[config.mk]
export PLATFORM = sky130hd
export DESIGN_NAME = fp_div_iter_flat
export DESIGN_NICKNAME = d
export VERILOG_FILES = /design/src/rtl/fp32_pkg.sv /design/src/rtl/fp_div_iter_if.sv /design/src/rtl/fp32_unpack.sv /design/src/rtl/fp_div_iter.sv /design/src/flat_wrapper.sv
export SDC_FILE = /design/constraint.sdc
export NUM_CORES = 1
export LEC_CHECK = 0
export CAP_MARGIN = 20
export CORE_MARGIN = 2
export CORE_UTILIZATION = 50
export DETAILED_ROUTE_END_ITERATION = 8
export PLACE_DENSITY_LB_ADDON = 0.12
export SYNTH_ARGS = -nofsm -noshare
export SYNTH_HDL_FRONTEND = slang
export SYNTH_SLANG_ARGS = --single-unit
export TNS_END_PERCENT = 10
[constraint.sdc]
create_clock -name CLK -period 13 [get_ports CLK]
set_clock_uncertainty 0.2 [all_clocks]
set_input_delay 2.6 -clock CLK [delete_from_list [all_inputs] [get_ports CLK]]
set_output_delay 2.6 -clock CLK [all_outputs]
set_load 0.01 [all_outputs]
[src/rtl/fp32_pkg.sv]
// Binary32 constants, operand classes and FDIV control encodings.
// Shared with the FP add and multiply units.
package fp32_pkg;

   localparam int unsigned QBITS   = 26;
   localparam int unsigned EXP_W   = 10;
   localparam int unsigned MANT_W  = 24;
   localparam int unsigned BIAS    = 127;
   localparam int unsigned EXP_MAX = 255;

   localparam logic [31:0] CANON_NAN = 32'h7FC0_0000;
   localparam logic [31:0] POS_INF   = 32'h7F80_0000;

   localparam int unsigned FL_NV = 4;
   localparam int unsigned FL_DZ = 3;
   localparam int unsigned FL_OF = 2;
   localparam int unsigned FL_UF = 1;
   localparam int unsigned FL_NX = 0;

   localparam logic [2:0] S_IDLE   = 3'd0;
   localparam logic [2:0] S_UNPACK = 3'd1;
   localparam logic [2:0] S_DIVIDE = 3'd2;
   localparam logic [2:0] S_ROUND  = 3'd3;
   localparam logic [2:0] S_DONE   = 3'd4;

   typedef enum logic [2:0] {
      CLS_ZERO,
      CLS_SUB,
      CLS_NORM,
      CLS_INF,
      CLS_QNAN,
      CLS_SNAN
   } fp_class_e;

   // exp is unbiased two's complement; mant always has its leading 1 at the top unless zero
   typedef struct packed {
      logic              sign;
      logic [EXP_W-1:0]  exp;
      logic [MANT_W-1:0] mant;
      fp_class_e         cls;
   } fp_unpacked_t;

endpackage

[src/rtl/fp_div_iter_if.sv]
// Request / write-back bundle between the FP execute stage and the divider.
interface fp_div_iter_if;
   logic        start;
   logic [31:0] op_a;
   logic [31:0] op_b;
   logic [4:0]  rd_in;
   logic        busy;
   logic        done;
   logic [31:0] result;
   logic [4:0]  rd_out;
   logic [4:0]  fflags;

   modport master (output start, op_a, op_b, rd_in,
                   input  busy, done, result, rd_out, fflags);
   modport slave  (input  start, op_a, op_b, rd_in,
                   output busy, done, result, rd_out, fflags);
endinterface

[src/rtl/fp32_unpack.sv]
// Combinational binary32 classifier; subnormals come out normalized with an extended exponent.
module fp32_unpack
   import fp32_pkg::*;
(
   input  logic [31:0]  x,
   output fp_unpacked_t u
);
   logic [7:0]        e;
   logic [22:0]       f;
   logic [MANT_W-1:0] m0;
   logic [4:0]        lz;

   assign e  = x[30:23];
   assign f  = x[22:0];
   assign m0 = {1'b0, f};

   // leading-zero count of the subnormal significand
   always_comb begin
      lz = '0;
      for (int i = 0; i < MANT_W; i++)
         if (m0[i]) lz = 5'(MANT_W - 1 - i);
   end

   always_comb begin
      u.sign = x[31];
      u.exp  = EXP_W'(e) - EXP_W'(BIAS);
      u.mant = {1'b1, f};
      u.cls  = CLS_NORM;
      if (e == 8'hFF) begin
         if (f == '0)   u.cls = CLS_INF;
         else if (f[22]) u.cls = CLS_QNAN;
         else           u.cls = CLS_SNAN;
      end else if (e == 8'h00) begin
         if (f == '0) begin
            u.cls  = CLS_ZERO;
            u.exp  = '0;
            u.mant = '0;
         end else begin
            u.cls  = CLS_SUB;
            u.exp  = EXP_W'(1) - EXP_W'(BIAS) - EXP_W'(lz);
            u.mant = m0 << lz;
         end
      end
   end

endmodule

[src/rtl/fp_div_iter.sv]
// Iterative FDIV.S: radix-2 restoring divide, one quotient bit per cycle, RNE rounding,
// underflowing results flush to signed zero.
module fp_div_iter
   import fp32_pkg::*;
(
   input  logic         CLK,
   input  logic         RST,
   fp_div_iter_if.slave bus
);
   localparam int unsigned REM_W = MANT_W + 2;
   localparam int unsigned CNT_W = $clog2(QBITS);

   logic [2:0]        state, state_nxt;
   logic [31:0]       opa_q, opb_q;
   logic [4:0]        rd_q;
   logic              sign_q;
   logic [EXP_W-1:0]  exp_q;
   logic [MANT_W-1:0] div_q;
   logic [REM_W-1:0]  rem_q;
   logic [QBITS-2:0]  quo_q;
   logic [CNT_W-1:0]  cnt_q;
   logic              busy_q, done_q;
   logic [31:0]       result_q;
   logic [4:0]        rd_out_q, fflags_q;

   fp_unpacked_t ua, ub;

   fp32_unpack u_unpack_a (.x(opa_q), .u(ua));
   fp32_unpack u_unpack_b (.x(opb_q), .u(ub));

   logic             sign_c, a_lt_b;
   logic             a_nan, b_nan, a_snan, b_snan, a_inf, b_inf, a_zero, b_zero, special_c;
   logic [EXP_W-1:0] exp_c;
   logic [31:0]      spec_res;
   logic [4:0]       spec_flags;

   assign sign_c    = ua.sign ^ ub.sign;
   assign a_snan    = (ua.cls == CLS_SNAN);
   assign b_snan    = (ub.cls == CLS_SNAN);
   assign a_nan     = a_snan || (ua.cls == CLS_QNAN);
   assign b_nan     = b_snan || (ub.cls == CLS_QNAN);
   assign a_inf     = (ua.cls == CLS_INF);
   assign b_inf     = (ub.cls == CLS_INF);
   assign a_zero    = (ua.cls == CLS_ZERO);
   assign b_zero    = (ub.cls == CLS_ZERO);
   assign special_c = a_nan | b_nan | a_inf | b_inf | a_zero | b_zero;
   assign a_lt_b    = (ua.mant < ub.mant);
   assign exp_c     = ua.exp - ub.exp + EXP_W'(BIAS) - EXP_W'(a_lt_b);

   // special-operand results, highest priority first
   always_comb begin
      spec_res   = {sign_c, 31'd0};
      spec_flags = '0;
      if (a_nan || b_nan) begin
         spec_res          = CANON_NAN;
         spec_flags[FL_NV] = a_snan | b_snan;
      end else if ((a_zero && b_zero) || (a_inf && b_inf)) begin
         spec_res          = CANON_NAN;
         spec_flags[FL_NV] = 1'b1;
      end else if (a_inf) begin
         spec_res = POS_INF | {sign_c, 31'd0};
      end else if (b_inf) begin
         spec_res = {sign_c, 31'd0};
      end else if (b_zero) begin
         spec_res          = POS_INF | {sign_c, 31'd0};
         spec_flags[FL_DZ] = 1'b1;
      end
   end

   logic [REM_W:0] diff;
   logic           qbit;

   assign diff = {1'b0, rem_q} - {3'b000, div_q};
   assign qbit = ~diff[REM_W];

   // the always-1 integer quotient bit has shifted out; quo_q holds fraction, guard, round
   logic             g, r, s, inc;
   logic [23:0]      sum;
   logic [EXP_W-1:0] exp_r;
   logic [31:0]      rnd_res;
   logic [4:0]       rnd_flags;

   always_comb begin
      g     = quo_q[1];
      r     = quo_q[0];
      s     = |rem_q;
      inc   = g & (r | s | quo_q[2]);
      sum   = {1'b0, quo_q[QBITS-2:2]} + {23'd0, inc};
      exp_r = exp_q + EXP_W'(sum[23]);
      rnd_res          = {sign_q, exp_r[7:0], sum[22:0]};
      rnd_flags        = '0;
      rnd_flags[FL_NX] = g | r | s;
      if (!exp_r[EXP_W-1] && (exp_r >= EXP_W'(EXP_MAX))) begin
         rnd_res          = POS_INF | {sign_q, 31'd0};
         rnd_flags[FL_OF] = 1'b1;
         rnd_flags[FL_NX] = 1'b1;
      end else if (exp_r[EXP_W-1] || (exp_r == '0)) begin
         rnd_res          = {sign_q, 31'd0};
         rnd_flags[FL_UF] = 1'b1;
         rnd_flags[FL_NX] = 1'b1;
      end
   end

   always_ff @(posedge CLK or negedge RST) begin
      if (!RST) state <= S_IDLE;
      else      state <= state_nxt;
   end

   always_comb begin
      state_nxt = state;
      case (state)
         S_IDLE:   if (bus.start) state_nxt = S_UNPACK;
         S_UNPACK: state_nxt = special_c ? S_DONE : S_DIVIDE;
         S_DIVIDE: if (cnt_q == '0) state_nxt = S_ROUND;
         S_ROUND:  state_nxt = S_DONE;
         S_DONE:   state_nxt = S_IDLE;
         default:  state_nxt = S_IDLE;
      endcase
   end

   // operand latch and divide datapath
   always_ff @(posedge CLK or negedge RST) begin
      if (!RST) begin
         opa_q  <= '0;
         opb_q  <= '0;
         rd_q   <= '0;
         sign_q <= 1'b0;
         exp_q  <= '0;
         div_q  <= '0;
         rem_q  <= '0;
         quo_q  <= '0;
         cnt_q  <= '0;
      end else begin
         case (state)
            S_IDLE: if (bus.start) begin
               opa_q <= bus.op_a;
               opb_q <= bus.op_b;
               rd_q  <= bus.rd_in;
            end
            S_UNPACK: begin
               sign_q <= sign_c;
               exp_q  <= exp_c;
               div_q  <= ub.mant;
               rem_q  <= a_lt_b ? {1'b0, ua.mant, 1'b0} : {2'b00, ua.mant};
               quo_q  <= '0;
               cnt_q  <= CNT_W'(QBITS - 1);
            end
            S_DIVIDE: begin
               rem_q <= (qbit ? diff[REM_W-1:0] : rem_q) << 1;
               quo_q <= {quo_q[QBITS-3:0], qbit};
               cnt_q <= cnt_q - CNT_W'(1);
            end
            default: ;
         endcase
      end
   end

   // write-back registers; result fields are held until the next operation completes
   always_ff @(posedge CLK or negedge RST) begin
      if (!RST) begin
         busy_q   <= 1'b0;
         done_q   <= 1'b0;
         result_q <= '0;
         rd_out_q <= '0;
         fflags_q <= '0;
      end else begin
         busy_q <= (state_nxt != S_IDLE);
         done_q <= (state_nxt == S_DONE);
         if ((state == S_UNPACK) && special_c) begin
            result_q <= spec_res;
            fflags_q <= spec_flags;
            rd_out_q <= rd_q;
         end else if (state == S_ROUND) begin
            result_q <= rnd_res;
            fflags_q <= rnd_flags;
            rd_out_q <= rd_q;
         end
      end
   end

   assign bus.busy   = busy_q;
   assign bus.done   = done_q;
   assign bus.result = result_q;
   assign bus.rd_out = rd_out_q;
   assign bus.fflags = fflags_q;

endmodule

[src/flat_wrapper.sv]
// flat-port wrapper written by rule: the top's interface ports become plain ports
module fp_div_iter_flat import fp32_pkg::*;
  (CLK, RST, bus_start, bus_op_a, bus_op_b, bus_rd_in, bus_busy, bus_done, bus_result, bus_rd_out, bus_fflags);
  fp_div_iter_if bus_i ();
  input  logic CLK;
  input  logic RST;
  input wire logic [$bits(bus_i.start)-1:0] bus_start;
  input wire logic [$bits(bus_i.op_a)-1:0] bus_op_a;
  input wire logic [$bits(bus_i.op_b)-1:0] bus_op_b;
  input wire logic [$bits(bus_i.rd_in)-1:0] bus_rd_in;
  output wire logic [$bits(bus_i.busy)-1:0] bus_busy;
  output wire logic [$bits(bus_i.done)-1:0] bus_done;
  output wire logic [$bits(bus_i.result)-1:0] bus_result;
  output wire logic [$bits(bus_i.rd_out)-1:0] bus_rd_out;
  output wire logic [$bits(bus_i.fflags)-1:0] bus_fflags;
  assign bus_i.start = bus_start;
  assign bus_i.op_a = bus_op_a;
  assign bus_i.op_b = bus_op_b;
  assign bus_i.rd_in = bus_rd_in;
  assign bus_busy = bus_i.busy;
  assign bus_done = bus_i.done;
  assign bus_result = bus_i.result;
  assign bus_rd_out = bus_i.rd_out;
  assign bus_fflags = bus_i.fflags;
  fp_div_iter u_core (.CLK(CLK), .RST(RST), .bus(bus_i));
endmodule
==> summary.md <==
| Metric | Value |
|---|---|
| TritonCTS Sinks | approximately 210 |
| Clock transition at the registers of the reported paths | 0.06 ns |
| H-tree depth | 1 |
| Fin Hold WS | 0.264 ns |
| Crit-path max cell delay | around 0.70 ns |
| Total CTS buffers | 25 |
| CP max FO | 21 |
| WL final | roughly 50000 um |
| DR pass1 iterations | 6 |
| Core ar. | between 30000 and 40000 um^2 |
| Number of antenna violations at the first check in global routing | 0 |
| Mapped Avg Cell Area | 8.53 um^2 |
| Largest net degree at the start of global routing | 98 |
| GRT Util Overall | between 30% and 40% |
| Grt met1 use | 43.5% |
| # fillers | 2773 |
| Port Buf Inserts | 115 |
| Met3 GRT Util | under 10% |
| Synth Instances | approximately 1.8k |
| Routed via count | 14.4k |
| GR peak layer | met2 |
| Fin. max-slew vios | 0 |
| FF/Latch Area | 5180 um^2 |
| FF+latch count, synth | 207 |
| M2 GR Usage | about 48% |
| Area Overhead vs Synth | 14.2% |
| TritonCTS clock tree | built |
| Starting Density | 50.6% |
| Total Neg Setup Slack | 0 ns |
| Multi-input gate area | 9400 um^2 |
| Final Hold Fails | 0 |
| CP required | roughly 13 ns |
| F_max | approximately 0.12 GHz |
| EDFF count, synth | 0 |
| Min-Delay Path Class | reg2reg |
| Layout cells sized above 1 | ~8.6% |
| Final Cycle Share | approximately 64% |
| Critical path's slowest cell | inv_1 |
| Crit path top cell by count | ha_1 |
| CTS Buffer Depth | 3 |
| Gr ovfl total | 0 |
| Most common library cells after synthesis | nand2_1, dfrtp_1, o21ai_0 |
| Startpoint Class | register |
| Arr. time, crit path | 8.56 ns |
| Critical path class | reg2reg |
| Clock root buffer | clkbuf_16 |
| Measured slew at the worst slew-check pin | 1.16 ns |
| Initial DRC count | 1560 |
| Setup violations, final | 0 |
| Vias in the first global route | 13.9k |
| # hold bufs at CTS | 0 |
| Leading area contributor after synthesis | dfrtp_1 |
| Top_reg_cell synth | dfrtp_1 |
| Synth Cell Area | 15400 um^2 |
| Via density per instance | between 6 and 7 |
| PostCTS Resize Cnt | 0 |
| Status | complete, no violations |
| Tmin final | 8.36 ns |
| Die area | 32300 um^2 |
| Clock latency on the worst-skew pair | 0.55 ns |
| I/O pin count | about 120 |
| Post-CTS Setup Inserts | 0 |
| Routed Antenna Nets | 0 |
| First-pass GRT wire length | about 80000 um |
| Synth top area cells | dfrtp_1, ha_1, nand2_1 |
| Syn. warnings | 0 |
| Synthesized Nets | 1964 |
| RD Place Congestion | 1.03 |
| Top Family by Delay on Critical Path | compound AO/OA/AOI/OAI gates |
| FFs w/ async S/R, synth | 100% |
| CP Capture Type | register |
| FP Rows | 64 |
| Post-layout nets | 2006 |
| Seq/Total Area, Yosys | 33.6% |
| RSZ-0062 raised after global routing | no |
| Die Y | approximately 180 um |
| Synth top area share | 33.6% |
| Die Wd | 180 um |
| # diodes | 0 |
| Crit path buffers/inverters | 4 |
| Most frequent cell after synthesis | nand2_1 |
| DP HPWL | 36900 um |
| Synth unique cells | 83 |
| Drt drc | 0 |
| Routed length per instance | 22.1 um |
| Max-Cap Viols | 0 |
| Slew headroom | between 20% and 30% |
-- cell families (layout without fill, tap and decap cells) --
family / Yosys count / count (layout) / synth area share (%)
AOI/OAI and AO/OA: 564 / 564 / 25.0
xor gates and xnor gates: 68 / 68 / 3.86
adders and majority gates: 84 / 84 / 6.96
buffers and inverters: 221 / 282 / 5.69
DFF: 207 / 207 / 33.6
muxes: 123 / 123 / 8.83
and+or+nand+nor: 541 / 541 / 16.1
-- sequential cells by signal (all words and copies together) (netlist names) --
signal,count
u_core.sign_q,1
u_core.rd_q,5
u_core.bus.result,32
u_core.cnt_q,5
u_core.state,3
u_core.quo_q,25
u_core.opa_q,32
u_core.bus.fflags,5
u_core.bus.rd_out,5
u_core.exp_q,10
u_core.opb_q,32
u_core.div_q,24
u_core.bus.done,1
u_core.bus.busy,1
u_core.rem_q,26
-- stage by stage --
| step | area, um^2 | worst slack, ns | util [%] | instances |
|---|---|---|---|---|
| after floorplan | 15400 | 5.98 | - | 1808 |
| after global placement | 16800 | 4.78 | 54.9 | 2219 |
| final | 17600 | 4.64 | 57.8 | 2265 |
| after CTS | 17600 | 4.79 | 57.8 | 2265 |
| after detailed placement | 16800 | 4.82 | 54.9 | 2219 |
| after global routing | 17600 | 4.15 | 57.8 | 2265 |
-- area by class of cell --
class / count / share of cell area (%)
clock buffers: 35 / 4.05
clock inverters: 11 / 0.880
inverters: 102 / 2.17
multi-input cells: 1380 / 53.3
flip-flops and latches: 207 / 29.4
well taps: 396 / 2.81
repair buffers: 134 / 7.36
-- worst register-to-register path, delay by kind of cell (launching register included) --
| family | cells | cell delay [ns] |
|---|---|---|
| compound gates | 15 | 3.13 |
| simple gates | 5 | 1.74 |
| fa+ha+maj | 5 | 1.41 |
| buf+inv | 4 | 1.09 |
| flops | 1 | 0.49 |
| xor+xnor | 1 | 0.13 |
-- path summary, 6_finish.rpt --
check,cells past startpoint,end,slack (ns),start
worst min register to register,2,u_core.bus.result[31],0.26,u_core.bus.result[31]
worst max-delay path,30,u_core.exp_q[9],4.64,u_core.opa_q[7]
worst min-delay path,2,u_core.bus.result[31],0.26,u_core.bus.result[31]
max in group asynchronous,3,u_core.opb_q[30],8.70,RST
worst max register to register,30,u_core.exp_q[9],4.64,u_core.opa_q[7]
min in group asynchronous,1,u_core.rem_q[3],1.92,RST
-- placed cells by master, fill, tap and decap left out, types with 17 or more instances in the layout --
cell and n:
nand2_1 213, dfrtp_1 207, o21ai_0 142, nor2_1 121
clkdlybuf4s50_1 114, inv_1 99, a21oi_1 85, ha_1 81
mux2_2 65, mux2i_1 54, nand3_1 42, xnor2_1 41
o211ai_1 35, nor3_1 31, a22o_1 30, a211oi_1 28
a21o_1 28, xor2_1 27, clkbuf_16 25, nor4_1 22
o22ai_1 22, buf_4 19, o31ai_1 17, a22oi_1 17
nand2b_1 17
-- metal layers --
metal	wire length, um	share of wire, %
met5	0	0
met2	22300	45
met4	1790	3.6
met1	22200	44
met3	3680	7.4
Power is left out: the tool's default activity adds up to more than one toggle a clock period on the data nets, which glitch-free logic cannot reach.
==> patch: new RTL, same flow settings <==
Set the package constant `EXP_MAX` to 127 (it was 255).
--- a/src/rtl/fp32_pkg.sv
+++ b/src/rtl/fp32_pkg.sv
@@ -8,3 +8,3 @@
    localparam int unsigned BIAS    = 127;
-   localparam int unsigned EXP_MAX = 255;
+   localparam int unsigned EXP_MAX = 127;
 
Behaviour: no difference found for any inputs over 4 cycles, from zero or initial values and one cycle with RST low; that may be too few to reach the edited logic, so the function may still have changed.
==> patch against the unedited design <==
  * Routed wire length shrank 6.9%
  * Die area shrank 3.1%
  * Non-clock buffer count is the same
  * Synthesized cell count shrank 4.0%
  * Setup slack lost 0.29 ns
  * Sequential cell count is the same
  * Cell area shrank 2.9%
  * Area after synthesis shrank 3.2%
  * Global-route usage shrank 0.59 points
  * Critical path type unchanged
  * Highest routed layer is now met5
Power is not shown: default switching activity piles up to over one toggle a cycle in this logic, so the estimate is an artifact.
==> patch: results (changes against the unedited design) <==
[place]
dp_hpwl_mm=35.1  ; was 36.9 mm
post-place-ws_ns=4.52  ; was 4.82 ns
place.gp.congestion=1.03  ; about the same
placed_area_um2=16300  ; was 16800 um^2

[run_status]
status=finished, final reports clean  ; unchanged

[synthesis]
synthTopCellsByCount=207 x dfrtp_1, 201 x nand2_1, 145 x o21ai_0  ; was 213 x nand2_1, 207 x dfrtp_1, 142 x o21ai_0
synth_area_leaders=dfrtp_1 35%, ha_1 6.8%, mux2i_1 5.8%  ; was dfrtp_1 34%, ha_1 6.6%, nand2_1 5.2%
synth-seq-area-share=0.347  ; was 0.336
postSynthAreaPerCell_um2=8.60  ; was 8.53 um^2

[grt]
grt_first_pass_wirelength_mm=73.8  ; was 79.6 mm
grt_util_all_layers=0.298  ; was 0.304
use_met3=0.0505  ; was 0.0397
grt_max_degree=82  ; was 98
met1_usage=0.434  ; was 0.435
use_met2=0.449  ; was 0.479
first_global_vias=13100  ; was 13900

[route]
wl_met1_mm=20.9  ; was 22.2 mm
wl_met3_mm=3.77  ; was 3.68 mm
routed_wl_mm=46.5  ; was 50.0 mm
routed_via_density=6.26  ; was 6.37
top_layer_used=met5  ; was met4
met2WireLength_mm=20.2  ; was 22.3 mm
drtIter0Drc=1572  ; was 1560

[cts]
cts_buffers=24  ; was 25

[worst_setup_path]
critical_path_arrival_ns=8.84  ; was 8.56 ns
cp_slowest_cell=or4_1  ; was inv_1
crit_fanout=33  ; was 21

[timing]
slew_headroom=0.266  ; was 0.217

patch: cell types whose count changed after synthesis, moves of 6 or more:
cell | before | now
a21boi_0 | 10 | 2
o211ai_1 | 35 | 14
nor2_1 | 122 | 114
a21oi_1 | 86 | 108
mux2i_1 | 54 | 87
xnor2_1 | 41 | 35
a21o_1 | 28 | 22
a211oi_1 | 28 | 20
and3_1 | 13 | 23
o31ai_1 | 17 | 8
inv_1 | 99 | 82
o21ai_1 | 4 | 10
nand2_1 | 213 | 201
patch: worst min-delay path, stage by stage, from the launching register on:
cell     delay [ns]
dfrtp_1        0.34
nand2_1        0.05
nand2_1        0.05
patch: cells by family after synthesis:
kind of cell / after synthesis / synth area share
buffers and inverters: 195 / 0.0511
XOR/XNOR: 67 / 0.0393
AND/OR/NAND/NOR: 521 / 0.163
multiplexers: 148 / 0.104
adder cells (fa/ha/maj): 84 / 0.0719
AO/OA/AOI/OAI: 514 / 0.224
flip-flops: 207 / 0.347
patch: path summary, 6_finish.rpt:
kind	startpoint	endpoint	slack, ns	cells past startpoint
setup / recovery	u_core.opa_q[17]	u_core.exp_q[9]	4.35	30
hold / removal	u_core.rd_q[0]	u_core.bus.rd_out[0]	0.26	2
setup reg to reg	u_core.opa_q[17]	u_core.exp_q[9]	4.35	30
hold reg to reg	u_core.rd_q[0]	u_core.bus.rd_out[0]	0.26	2
max in group asynchronous	RST	u_core.opa_q[18]	9.53	2
min in group asynchronous	RST	u_core.div_q[10]	1.85	1
patch: final cells by class:
type,count,area (um^2)
tap,390,488
sequential,207,5180
clock inverter,9,115
inverter,87,328
fill,2714,12500
timing repair buffer,134,1320
clock buffer,29,659
multi-input combinational,1334,9020
